**config.mk**
```make
export PLATFORM = sky130hd
export DESIGN_NAME = dbus_arbiter
export DESIGN_NICKNAME = d
export VERILOG_FILES = /design/src/rtl/dbus_arb_pkg.sv /design/src/rtl/dbus_rd_tag_pipe.sv /design/src/rtl/dbus_arbiter.sv
export SDC_FILE = /design/constraint.sdc
export NUM_CORES = 1
export LEC_CHECK = 0
export ABC_AREA = 1
export CORE_AREA = 2 2 117 119
export CTS_CLUSTER_DIAMETER = 50
export DETAILED_ROUTE_END_ITERATION = 12
export DIE_AREA = 0 0 119 121
export PLACE_DENSITY = 0.51
export SYNTH_ARGS = -nofsm -noshare
export SYNTH_HDL_FRONTEND = slang
export SYNTH_HIERARCHICAL = 1
export SYNTH_SLANG_ARGS = --single-unit
```
**constraint.sdc**
```tcl
create_clock -name clock_50 -period 2.17 [get_ports clock_50]
set_clock_uncertainty 0.1 [all_clocks]
set_input_delay 0.434 -clock clock_50 [delete_from_list [all_inputs] [get_ports clock_50]]
set_output_delay 0.434 -clock clock_50 [all_outputs]
set_load 0.02 [all_outputs]
```
**src/rtl/dbus_arb_pkg.sv**
```systemverilog
// Shared types for the data-bus arbiter: FSM states, read-tag record, owner codes, saturating helpers.
package dbus_arb_pkg;

  typedef enum logic {
    PRI_M0   = 1'b0,
    FORCE_M1 = 1'b1
  } arb_state_t;

  typedef struct packed {
    logic valid;
    logic owner;
  } rd_tag_t;

  localparam logic OWNER_M0 = 1'b0;
  localparam logic OWNER_M1 = 1'b1;

  localparam int WAIT_W = 4;

  function automatic logic [WAIT_W-1:0] sat_inc_wait(input logic [WAIT_W-1:0] v,
                                                     input logic [WAIT_W-1:0] lim);
    return (v >= lim) ? lim : v + 1'b1;
  endfunction

  function automatic logic [31:0] sat_inc32(input logic [31:0] v);
    return (&v) ? v : v + 32'd1;
  endfunction

endpackage

```
**src/rtl/dbus_rd_tag_pipe.sv**
```systemverilog
// Shift register of read tags, DEPTH cycles from issue to exit, aligned with RAM read latency.
// No backpressure: one tag enters and one leaves every cycle.
module dbus_rd_tag_pipe
  import dbus_arb_pkg::*;
#(
  parameter int DEPTH = 1
) (
  input  logic    core_clk_i,
  input  logic    arst_n_i,
  input  rd_tag_t tag_i,
  output rd_tag_t tag_o
);

  rd_tag_t tag_q [DEPTH];
  rd_tag_t tag_d [DEPTH];

  always_comb begin
    tag_d[0] = tag_i;
    for (int i = 1; i < DEPTH; i++) begin
      tag_d[i] = tag_q[i-1];
    end
  end

  always_ff @(posedge core_clk_i or negedge arst_n_i) begin
    if (!arst_n_i) begin
      for (int i = 0; i < DEPTH; i++) begin
        tag_q[i] <= '0;
      end
    end else begin
      for (int i = 0; i < DEPTH; i++) begin
        tag_q[i] <= tag_d[i];
      end
    end
  end

  assign tag_o = tag_q[DEPTH-1];

endmodule

```
**src/rtl/dbus_arbiter.sv**
```systemverilog
// Two-master RAM arbiter: same-cycle grant, read data returned RAM_LATENCY later to the issuer; losers stall by holding req.
// m0 has priority, m1 is forced through after MAX_WAIT refusals. DBUS_ARB_STATS_EN adds conflict/forced counters.
module dbus_arbiter
  import dbus_arb_pkg::*;
#(
  parameter int ADDR_WIDTH  = 32,
  parameter int DATA_WIDTH  = 32,
  parameter int RAM_LATENCY = 1,
  parameter int MAX_WAIT    = 4
) (
  input  logic                  clock_50,
  input  logic                  reset_n,
  input  logic                  m0_req,
  input  logic                  m0_we,
  input  logic [ADDR_WIDTH-1:0] m0_addr,
  input  logic [DATA_WIDTH-1:0] m0_wdata,
  output logic                  m0_gnt,
  output logic [DATA_WIDTH-1:0] m0_rdata,
  output logic                  m0_rvalid,
  input  logic                  m1_req,
  input  logic                  m1_we,
  input  logic [ADDR_WIDTH-1:0] m1_addr,
  input  logic [DATA_WIDTH-1:0] m1_wdata,
  output logic                  m1_gnt,
  output logic [DATA_WIDTH-1:0] m1_rdata,
  output logic                  m1_rvalid,
  output logic [ADDR_WIDTH-1:0] ram_addr,
  output logic                  ram_we,
  output logic [DATA_WIDTH-1:0] ram_wdata,
  input  logic [DATA_WIDTH-1:0] ram_rdata
`ifdef DBUS_ARB_STATS_EN
  ,
  input  logic                  stats_clr,
  output logic [31:0]           stat_conflicts,
  output logic [31:0]           stat_forced
`endif
);

  localparam logic [WAIT_W-1:0] MAX_WAIT_C = WAIT_W'(MAX_WAIT);

  arb_state_t        state_q, state_d;
  logic [WAIT_W-1:0] wait_cnt_q, wait_cnt_d;
  rd_tag_t           tag_in, tag_out;

  // Grants are combinational; they are suppressed while reset is asserted so no access leaks out.
  always_comb begin
    m0_gnt     = 1'b0;
    m1_gnt     = 1'b0;
    state_d    = state_q;
    wait_cnt_d = '0;
    if (reset_n) begin
      unique case (state_q)
        PRI_M0: begin
          m0_gnt = m0_req;
          m1_gnt = m1_req && !m0_req;
        end
        FORCE_M1: begin
          m1_gnt = m1_req;
          m0_gnt = m0_req && !m1_req;
        end
        default: begin
          m0_gnt = 1'b0;
          m1_gnt = 1'b0;
        end
      endcase
    end

    if (m1_req && !m1_gnt) begin
      wait_cnt_d = sat_inc_wait(wait_cnt_q, MAX_WAIT_C);
    end

    unique case (state_q)
      PRI_M0:   if (wait_cnt_d == MAX_WAIT_C) state_d = FORCE_M1;
      FORCE_M1: state_d = PRI_M0;
      default:  state_d = PRI_M0;
    endcase
  end

  always_ff @(posedge clock_50 or negedge reset_n) begin
    if (!reset_n) begin
      state_q    <= PRI_M0;
      wait_cnt_q <= '0;
    end else begin
      state_q    <= state_d;
      wait_cnt_q <= wait_cnt_d;
    end
  end

  always_comb begin
    ram_we    = 1'b0;
    ram_addr  = '0;
    ram_wdata = '0;
    if (m0_gnt) begin
      ram_we    = m0_we;
      ram_addr  = m0_addr;
      ram_wdata = m0_wdata;
    end else if (m1_gnt) begin
      ram_we    = m1_we;
      ram_addr  = m1_addr;
      ram_wdata = m1_wdata;
    end
  end

  always_comb begin
    tag_in.valid = (m0_gnt && !m0_we) || (m1_gnt && !m1_we);
    tag_in.owner = m1_gnt ? OWNER_M1 : OWNER_M0;
  end

  dbus_rd_tag_pipe #(
    .DEPTH (RAM_LATENCY)
  ) u_rd_tag_pipe (
    .core_clk_i (clock_50),
    .arst_n_i   (reset_n),
    .tag_i      (tag_in),
    .tag_o      (tag_out)
  );

  assign m0_rvalid = tag_out.valid && (tag_out.owner == OWNER_M0);
  assign m1_rvalid = tag_out.valid && (tag_out.owner == OWNER_M1);
  assign m0_rdata  = m0_rvalid ? ram_rdata : '0;
  assign m1_rdata  = m1_rvalid ? ram_rdata : '0;

`ifdef DBUS_ARB_STATS_EN
  logic [31:0] conflicts_q, forced_q;

  always_ff @(posedge clock_50 or negedge reset_n) begin
    if (!reset_n) begin
      conflicts_q <= '0;
      forced_q    <= '0;
    end else if (stats_clr) begin
      conflicts_q <= '0;
      forced_q    <= '0;
    end else begin
      if (m0_req && m1_req) conflicts_q <= sat_inc32(conflicts_q);
      if ((state_q == FORCE_M1) && m1_gnt) forced_q <= sat_inc32(forced_q);
    end
  end

  assign stat_conflicts = conflicts_q;
  assign stat_forced    = forced_q;
`endif

endmodule
```
# Yosys cells after proc, flatten, opt, wreduce, memory -nomap -nowiden
# Cells that the tools add are included.
dict set report op_classes {
  n_eq_ne 1
  mux 17
  n_reduce_logical 13
  bitwise 2
  n_lt_le_gt_ge 1
  addsub 1
}
# op n
set op_table {}
lappend op_table {{$mux 32} 6}
lappend op_table {{$mux 4} 2}
lappend op_table {{$logic_and 1x1->1} 7}
lappend op_table {{$mux 1} 6}
lappend op_table {{$pmux 1 s2} 3}
lappend op_table {{$logic_not 1->1} 5}
lappend op_table {{$add 4x1->4 const B} 1}
lappend op_table {{$eq 4x3->1 const B} 1}
lappend op_table {{$ge 4x3->1 const B} 1}
lappend op_table {{$not 1->1} 2}
lappend op_table {{$logic_or 1x1->1} 1}
dict set report totals {
  ff_bits 7
  in_bits 166
  output_inout_bits 133
}

# Logic depth before layout (Yosys ltp)
# Gate-level depths: netlist of the first run.
dict set report logic_depth {
  word_depth 10
  depth_mapped 9
  mapped_depth_nobuf 6
}

# By module
# Netlist of the first run, hierarchy kept.
# module cells_each n_inst area_each_um2 seq_area_each_um2
set by_module_without_submodules {}
lappend by_module_without_submodules {dbus_arbiter 357 1 1600.3 125.1}
lappend by_module_without_submodules {dbus_rd_tag_pipe 2 1 50.0 50.0}

# Worst setup path before layout of the first run
# OpenSTA, ideal clock, no wires.
dict set report synth_timing {
  kind {register to output}
  from {register u_rd_tag_pipe.tag_q (netlist bit u_rd_tag_pipe/tag_o[0])}
  to {output port m0_rdata[10]}
  stages_incl_launch_ff 5
  required_time_ns 1.636
  path_buffers 1
  arrival_time_ns 1.362
  path_slack_ns 0.274
  cell_sequence {dfrtp_1 > nor2_1 > inv_1 > clkbuf_1 > nor2_1}
}
dict set report synth_via {
  elab_chain_len 3
}
# element line
set synth_rtl {}
lappend synth_rtl {{start, declared} dbus_rd_tag_pipe.sv:14} ;# rd_tag_t tag_q [DEPTH];
lappend synth_rtl {{start signal, assigned by index} dbus_rd_tag_pipe.sv:31} ;# tag_q[i] <= tag_d[i];
lappend synth_rtl {{$not 1->1} dbus_arbiter.sv:118} ;# assign m0_rvalid = tag_out.valid && (tag_out.owner == OWNER_M0);
lappend synth_rtl {{$logic_and 1x1->1} dbus_arbiter.sv:118}
lappend synth_rtl {{via m0_rvalid} dbus_arbiter.sv:19} ;# output logic m0_rvalid,
lappend synth_rtl {{$mux 32} dbus_arbiter.sv:120} ;# assign m0_rdata = m0_rvalid ? ram_rdata : '0;
lappend synth_rtl {{end, declared} dbus_arbiter.sv:18} ;# output logic [DATA_WIDTH-1:0] m0_rdata,
# The timed path passes the listed nets, and every way through them passes these cells.

# Worst setup path in the final report of the first run
dict set report layout_timing {
  from {input port m1_req}
  to {output port ram_we}
}
dict set report layout_via {
  elab_chain_len 5
}
# element line
set layout_rtl {}
lappend layout_rtl {{start, declared} dbus_arbiter.sv:20} ;# input logic m1_req,
lappend layout_rtl {{$logic_and 1x1->1 or $logic_not 1->1 (tied branches)} {dbus_arbiter.sv:55, dbus_arbiter.sv:59}}
lappend layout_rtl {{$pmux 1 s2 or $logic_and 1x1->1 (tied branches)} {dbus_arbiter.sv:52, dbus_arbiter.sv:59}}
lappend layout_rtl {{$mux 1 or $pmux 1 s2 (tied branches)} {dbus_arbiter.sv:51, dbus_arbiter.sv:52}}
lappend layout_rtl {{$mux 1, on equally long branches} {dbus_arbiter.sv:97, dbus_arbiter.sv:51}}
lappend layout_rtl {{$mux 1 (*)} dbus_arbiter.sv:93} ;# if (m0_gnt) begin
lappend layout_rtl {{end, declared} dbus_arbiter.sv:28} ;# output logic ram_we,
# Mark *: on every way between the ends. The rest lies on a longest branch, timed or not.

==> key figures, run 1 <==
Floorplanning
  • Initial core utilization: between 10% and 20%
  • Core area: 13100 um2
  • Die ar.: ~14000 um2
  • Row count: 42
  • Die Y: 121 um
  • IO Pins: around 300
  • Die W: between 100 and 150 um

Drt
  • DRC violations left: 0
  • Drt first-iter violations: 149
  • WL final: 10700 um
  • Routed WL per cell: 12.9 um
  • Via density: 3.93
  • Pre-antenna DRT Iters: 4
  • Via Count: 3261
  • Detail Route Antenna Nets: 0

Layout
  • Fillers: roughly 1400
  • Most frequent cells in the layout: 164 x clkdlybuf4s50_1, 139 x nand2_1, 69 x nor2_1
  • ANT cells: 0
  • Finished Layout Cells: between 800 and 900
  • Layout cells sized above 1: 14.7%
  • Nets: 822
  • Area delta synth->final: 192%
  • Most common cell after layout, fill and taps aside: clkdlybuf4s50_1

Synth
  • Sequential-to-total area share from yosys stat: 10.6%
  • Top cells by area, synth: nand2_1 32%, nand3_1 20%, nor2_1 16%
  • Average size of a mapped cell: 4.60 um2
  • Synth top area share: 31.6%
  • Ys Warns: 6
  • Cells after Synth: 359
  • Syn nets: 526
  • Synth cell types: 16
  • Number of synthesized register bits: 7
  • Post-synthesis instance area: 1650 um2
  • Synth area leader: nand2_1

Critical path
  • R2R Setup Slk: around 860 ps
  • Crit Path Class: input pin to output pin
  • CP max-delay cell: a21oi_4
  • Crit path DAT: 1540 ps
  • CP Launch Type: input pin
  • Critical Path End Type: output pin
  • Crit path from: m1_req
  • Reg-to-reg critical path endpoint: u_rd_tag_pipe/tag_o[1]$_DFF_PN0_
  • Crit-path max FO: 8
  • Most frequent cell on the critical path: buf_6
  • Worst-case reg-to-reg path depth: 6
  • Slowest cell delay on critical path: 210 ps
  • Worst path cell trace: clkbuf_2, buf_6, a21oi_4, buf_8, buf_12, buf_4, nand3_1, nand2_1, buf_6
  • CP required: 1640 ps
  • RR Startpoint: state_q$_DFF_PN0_

Global routing
  • Vias in the first global route: 3126
  • Global route overflow: 0
  • First-pass GRT wire length: 15700 um
  • Largest net degree at the start of global routing: 44
  • Total GRT Usage: ~14%
  • Initial antenna violation count: 0

Clocking
  • CTS Root Cell: clkbuf_16
  • CTS max path bufs: 2
  • H-Tree Depth: 1
  • Clock transition at path regs: ~30 ps
  • CTS sink count: 7
  • CTS tree: yes
  • Skew-Pair Late Insertion Delay: about 230 ps
  • Total CTS buffers: 3

Job
  • Max-cap violations: 0

STA
  • Final Slew Violations: 0
  • Setup-failing EPs final: 0
  • Crit share post-route: 95.4%
  • Unrepaired setup endpoints after global routing: no
  • Final hold violation count: 0
  • FMAX: 483 MHz
  • Final worst path period need: between 2000 and 2500 ps

Outcome
  • Status: completed

Placed design
  • Post-DP HPWL: about 9000 um
  • Routability cong.: 0.758
  • Placed cell count: 820
  • Input/output buffers: 298

Pwr
  • Power per cell area: 283 nW/um2
  • Final Power: 0.00137 W
  • Leakage power: 2.82 nW
  • Max IR drop VDD: around 190 uV

Hold path
  • HP Class: input pin to async pin
[worst max-delay path by stage]
stage,cells after the start,end
floorplan,4,m0_rdata[10]
global placement,7,ram_wdata[27]
detailed placement,7,ram_wdata[27]
CTS,9,ram_we
global route,8,ram_addr[30]
finish,9,ram_we
[power by group]
group	internal [W]	switching, W
Combinational	0.000491	0.000424
Clock	0.000244	0.0000641
Sequential	0.000139	0.00000396
[cell families (layout without fill, tap and decap cells)]
| group | Yosys count | in the layout | synth area share (%) |
|---|---|---|---|
| compound gates | 1 | 1 | 0.531 |
| fa+ha+maj | 1 | 1 | 0.758 |
| buf+inv | 71 | 366 | 19.0 |
| flops | 7 | 7 | 10.6 |
| other cells | 1 | 1 | 0.227 |
| simple gates | 278 | 278 | 68.8 |
[Yosys cell counts]
library cell,number
a21oi_2,1
and2_1,1
buf_2,8
buf_4,2
buf_6,4
clkbuf_1,14
conb_1,1
dfrtp_1,7
ha_1,1
inv_1,41
inv_2,2
nand2_1,139
nand2_2,1
nand3_1,67
nand3b_1,1
nor2_1,69
[layout make-up]
class / count / area, um2 / area share (%)
flip-flops and latches: 7 / 175 / 3.63
repair buffers: 319 / 3020 / 62.6
well taps: 176 / 220 / 4.56
multi-input cells: 281 / 1170 / 24.2
clock buffers: 4 / 78.8 / 1.63
inverters: 43 / 161 / 3.34
[layer usage]
metal	up-vias	GRT usage (%)	share of wire, %
met4	0	1.86	0.64
li1	1668	-	-
met2	188	27.2	52
met5	-	0	0
met3	4	5.17	11
met1	1401	13.5	36
[flip-flops by register name, indices dropped and copies added, names as in the netlist]
| register | flops |
|---|---|
| wait_cnt_q | 4 |
| state_q | 1 |
| u_rd_tag_pipe/tag_o | 2 |
[critical path: cells and delay by family]
family	cells	cell delay, ps
buf+inv	6	750
simple gates	2	140
compound gates	1	210
[per-stage QoR]
step                TNS [ps]  worst slack [ps]  area [um2]  hold WS [ps]  utilization (%)
detailed placement    -40270              -642        4870           377             37.2
floorplan                  0               274        1650          38.4                -
finish                     0              99.2        4830           131             36.9
global placement      -39440              -637        4870           373             37.2
CTS                        0              2.43        4820           138             36.9
global route               0              9.36        4830           155             36.9
[repair_timing]
item,4_1_cts,5_1_grt
gates cloned,3,0
endpoints found under the setup margin,126,33
resized for setup,337,10
pin swaps,3,2
setup buffers,3,0
hold buffers,0,0
(Power assumes the default switching activity.)
==> run 2: changes to the inputs <==
--- a/config.mk
+++ b/config.mk
@@ -6,11 +6,12 @@
 export NUM_CORES = 1
 export LEC_CHECK = 0
 export ABC_AREA = 1
-export CORE_AREA = 2 2 117 119
+export CORE_AREA = 2 2 116 118
 export CTS_CLUSTER_DIAMETER = 50
 export DETAILED_ROUTE_END_ITERATION = 12
-export DIE_AREA = 0 0 119 121
-export PLACE_DENSITY = 0.51
+export DIE_AREA = 0 0 118 120
+export HOLD_SLACK_MARGIN = 0.06
+export PLACE_DENSITY = 0.52
 export SYNTH_ARGS = -nofsm -noshare
 export SYNTH_HDL_FRONTEND = slang
 export SYNTH_HIERARCHICAL = 1
==> constraint.sdc (replaced) <==
create_clock -name clock_50 -period 2 [get_ports clock_50]
set_clock_uncertainty 0.1 [all_clocks]
set_input_delay 0.4 -clock clock_50 [delete_from_list [all_inputs] [get_ports clock_50]]
set_output_delay 0.4 -clock clock_50 [all_outputs]
set_load 0.02 [all_outputs]
==> run 2 against run 1 <==
The flow now finishes with violations (negative setup slack). Critical path type is now flop to output pin. Hold slack improved by 3.9 ps. Sequential power up 9%. Register-to-register slack got worse by 830 ps. Die area decreased by 1.7%. Total power increased by 36%.
==> key figures, run 2 (synthesis results as in run 1) <==
Drt
  • WL final: 12900 um (was 10700 um)
  • Detail Route Antenna Nets: 0 (unchanged)
  • Routed WL per cell: 15.1 um (was 12.9 um)
  • Met3 wire len: 1190 um (was 1210 um)
  • Drt first-iter violations: 61 (was 149)
  • Pre-antenna DRT Iters: 4 (unchanged)
  • M1 WL: 4660 um (was 3820 um)
  • Via Count: 3537 (was 3261)
  • DRC violations left: 0 (unchanged)
  • DR WL met2: 6750 um (was 5590 um)
  • Max Used Layer: met4 (unchanged)
  • Via density: 4.12 (was 3.93)

Pwr
  • Switching pwr: 0.000689 W (was 0.000492 W)
  • Clk pwr share: 18.4% (was 22.6%)
  • Leakage power: 3.11 nW (was 2.82 nW)
  • Logic pwr share: 73.2% (was 67.0%)
  • Net Sw Frac: 37.2% (was 36.0%)
  • Sequential Power Share: 8.4% (was 10.5%)
  • Final Power: 0.00185 W (was 0.00137 W)
  • Power per cell area: 306 nW/um2 (was 283 nW/um2)
  • Max IR drop VDD: 186 uV (about the same)
  • Cell internal pwr: 0.00116 W (was 0.000874 W)

Outcome
  • Failing checks: negative setup slack
  • Status: complete, but fails checks (was completed)

Global routing
  • First-pass GRT wire length: 18400 um (was 15700 um)
  • Vias in the first global route: 3584 (was 3126)
  • Initial antenna violation count: 1 (was 0)
  • Largest net degree at the start of global routing: 46 (was 44)
  • Total GRT Usage: 16.4% (was 13.6%)
  • Global route overflow: 0 (unchanged)

Floorplanning
  • Die ar.: 14200 um2 (was 14400 um2)
  • Row count: 42 (unchanged)
  • Core area: 13000 um2 (was 13100 um2)
  • Die W: 118 um (was 119 um)
  • IO Pins: 299 (unchanged)
  • Initial core utilization: 12.7% (was 12.6%)
  • Die Y: 120 um (was 121 um)

Clocking
  • Total CTS buffers: 3 (unchanged)
  • Clock transition at path regs: 40 ps (was 30 ps)
  • Hold-fix buffers at CTS: 0 (unchanged)
  • CTS sink count: 7 (unchanged)
  • H-Tree Depth: 1 (unchanged)
  • Skew-Pair Late Insertion Delay: 230 ps (about the same)
  • CTS max path bufs: 2 (unchanged)
  • CTS tree: yes (unchanged)
  • CTS Root Cell: clkbuf_16 (unchanged)

Layout
  • Area delta synth->final: 267% (was 192%)
  • Final instance area: 6060 um2 (was 4830 um2)
  • Nets: 850 (was 822)
  • Most common cell after layout, fill and taps aside: clkdlybuf4s50_1 (unchanged)
  • Max reg flops: 4 (unchanged)
  • Most frequent cells in the layout: 162 x clkdlybuf4s50_1, 72 x nand2_1, 68 x buf_6 (was 164 x clkdlybuf4s50_1, 139 x nand2_1, 69 x nor2_1)
  • Layout cells sized above 1: 39.7% (was 14.7%)
  • Largest Register: wait_cnt_q (unchanged)

Critical path
  • Worst-case reg-to-reg path depth: 13 (was 6)
  • Worst path cell trace: a21oi_4, buf_12, buf_8, buf_16, nand3_2, nand2_2, buf_6 (was clkbuf_2, buf_6, a21oi_4, buf_8, buf_12, buf_4, nand3_1, nand2_1, buf_6)
  • CP max-delay cell: dfrtp_2 (was a21oi_4)
  • Critical Path End Type: output pin (unchanged)
  • Slowest cell delay on critical path: 430 ps (was 210 ps)
  • CP required: 1500 ps (was 1640 ps)
  • CP Launch Type: flop (was input pin)
  • Crit path DAT: 1530 ps (was 1540 ps)
  • CP top delay family: buffers and inverters (unchanged)
  • Buf/Inv on CP: 4 (was 6)
  • Crit Path Class: flop to output pin (was input pin to output pin)
  • Levels on crit path: 7 (was 9)
  • Crit-path max FO: 6 (was 8)

Placed design
  • Routability cong.: 0.841 (was 0.758)
  • Input/output buffers: 298 (unchanged)
  • Post-DP Area: 4890 um2 (was 4870 um2)
  • Post-DP HPWL: 8810 um (was 8770 um)

STA
  • WHS: 135 ps (was 131 ps)
  • Final hold violation count: 0 (unchanged)
  • Final worst path period need: approximately 2000 ps
  • FMAX: 493 MHz
  • Setup TNS: -411 ps (was 0 ps)
  • Setup-failing EPs final: 37 (was 0)
  • Final worst slack: -27.9 ps (was 99.2 ps)
  • Unrepaired setup endpoints after global routing: yes (was no)
  • Final Slew Violations: 0 (unchanged)
  • Crit share post-route: 101%

Hold path
  • HP Class: input pin to async pin (unchanged)

Job
  • Max-cap violations: 0 (unchanged)
[run 2: layout make-up]
class	count	area, um2
Inverter	43	169
Tap cell	176	220
Clock buffer	4	78.8
Antenna cell	1	2.50
Fill cell	1279	6920
Multi-Input combinational cell	281	1750
Sequential cell	7	176
Timing Repair Buffer	347	3660
[run 2: repair_timing]
| item | CTS | global route |
|---|---|---|
| pin swaps | 22 | 46 |
| cloned | 11 | 1 |
| buffers inserted | 22 | 3 |
| setup endpoints to repair | 131 | 101 |
| gates resized for setup | 492 | 196 |
[run 2: final timing paths]
check	startpoint	end	slack (ps)
max in group asynchronous	reset_n	state_q$_DFF_PN0_	1340
min in group clock_50	wait_cnt_q[3]$_DFF_PN0_	wait_cnt_q[0]$_DFF_PN0_	440
setup reg to reg	state_q$_DFF_PN0_	state_q$_DFF_PN0_	30
hold reg to reg	wait_cnt_q[3]$_DFF_PN0_	wait_cnt_q[0]$_DFF_PN0_	440
setup / recovery	state_q$_DFF_PN0_	ram_addr[23]	-30
hold / removal	reset_n	wait_cnt_q[1]$_DFF_PN0_	140
[run 2: per-layer routing]
metal,track usage (%),up-vias
met5,0,-
met4,5.42,0
met3,5.28,22
met2,31.6,201
met1,16.6,1582
li1,-,1732
[run 2: power groups by stage]
| stage | Combinational, W | Sequential [W] | Clock (W) |
|---|---|---|---|
| 2_1_floorplan | 0.000385 | 0.000155 | 0 |
| 3_3_place_gp | 0.00104 | 0.000156 | 0 |
| 3_5_place_dp | 0.00104 | 0.000157 | 0 |
| 4_1_cts | 0.00123 | 0.000155 | 0.000346 |
| 5_1_grt | 0.00143 | 0.000157 | 0.000358 |
| 6_report | 0.00136 | 0.000156 | 0.000341 |
[run 2: per-stage QoR]
stage	util [%]	std cells	setup WS, ps
after floorplan	-	359	138
after global routing	46.7	859	-88.1
final	46.7	859	-27.9
after detailed placement	37.7	821	-768
after global placement	37.7	821	-752
after CTS	42.8	858	-123
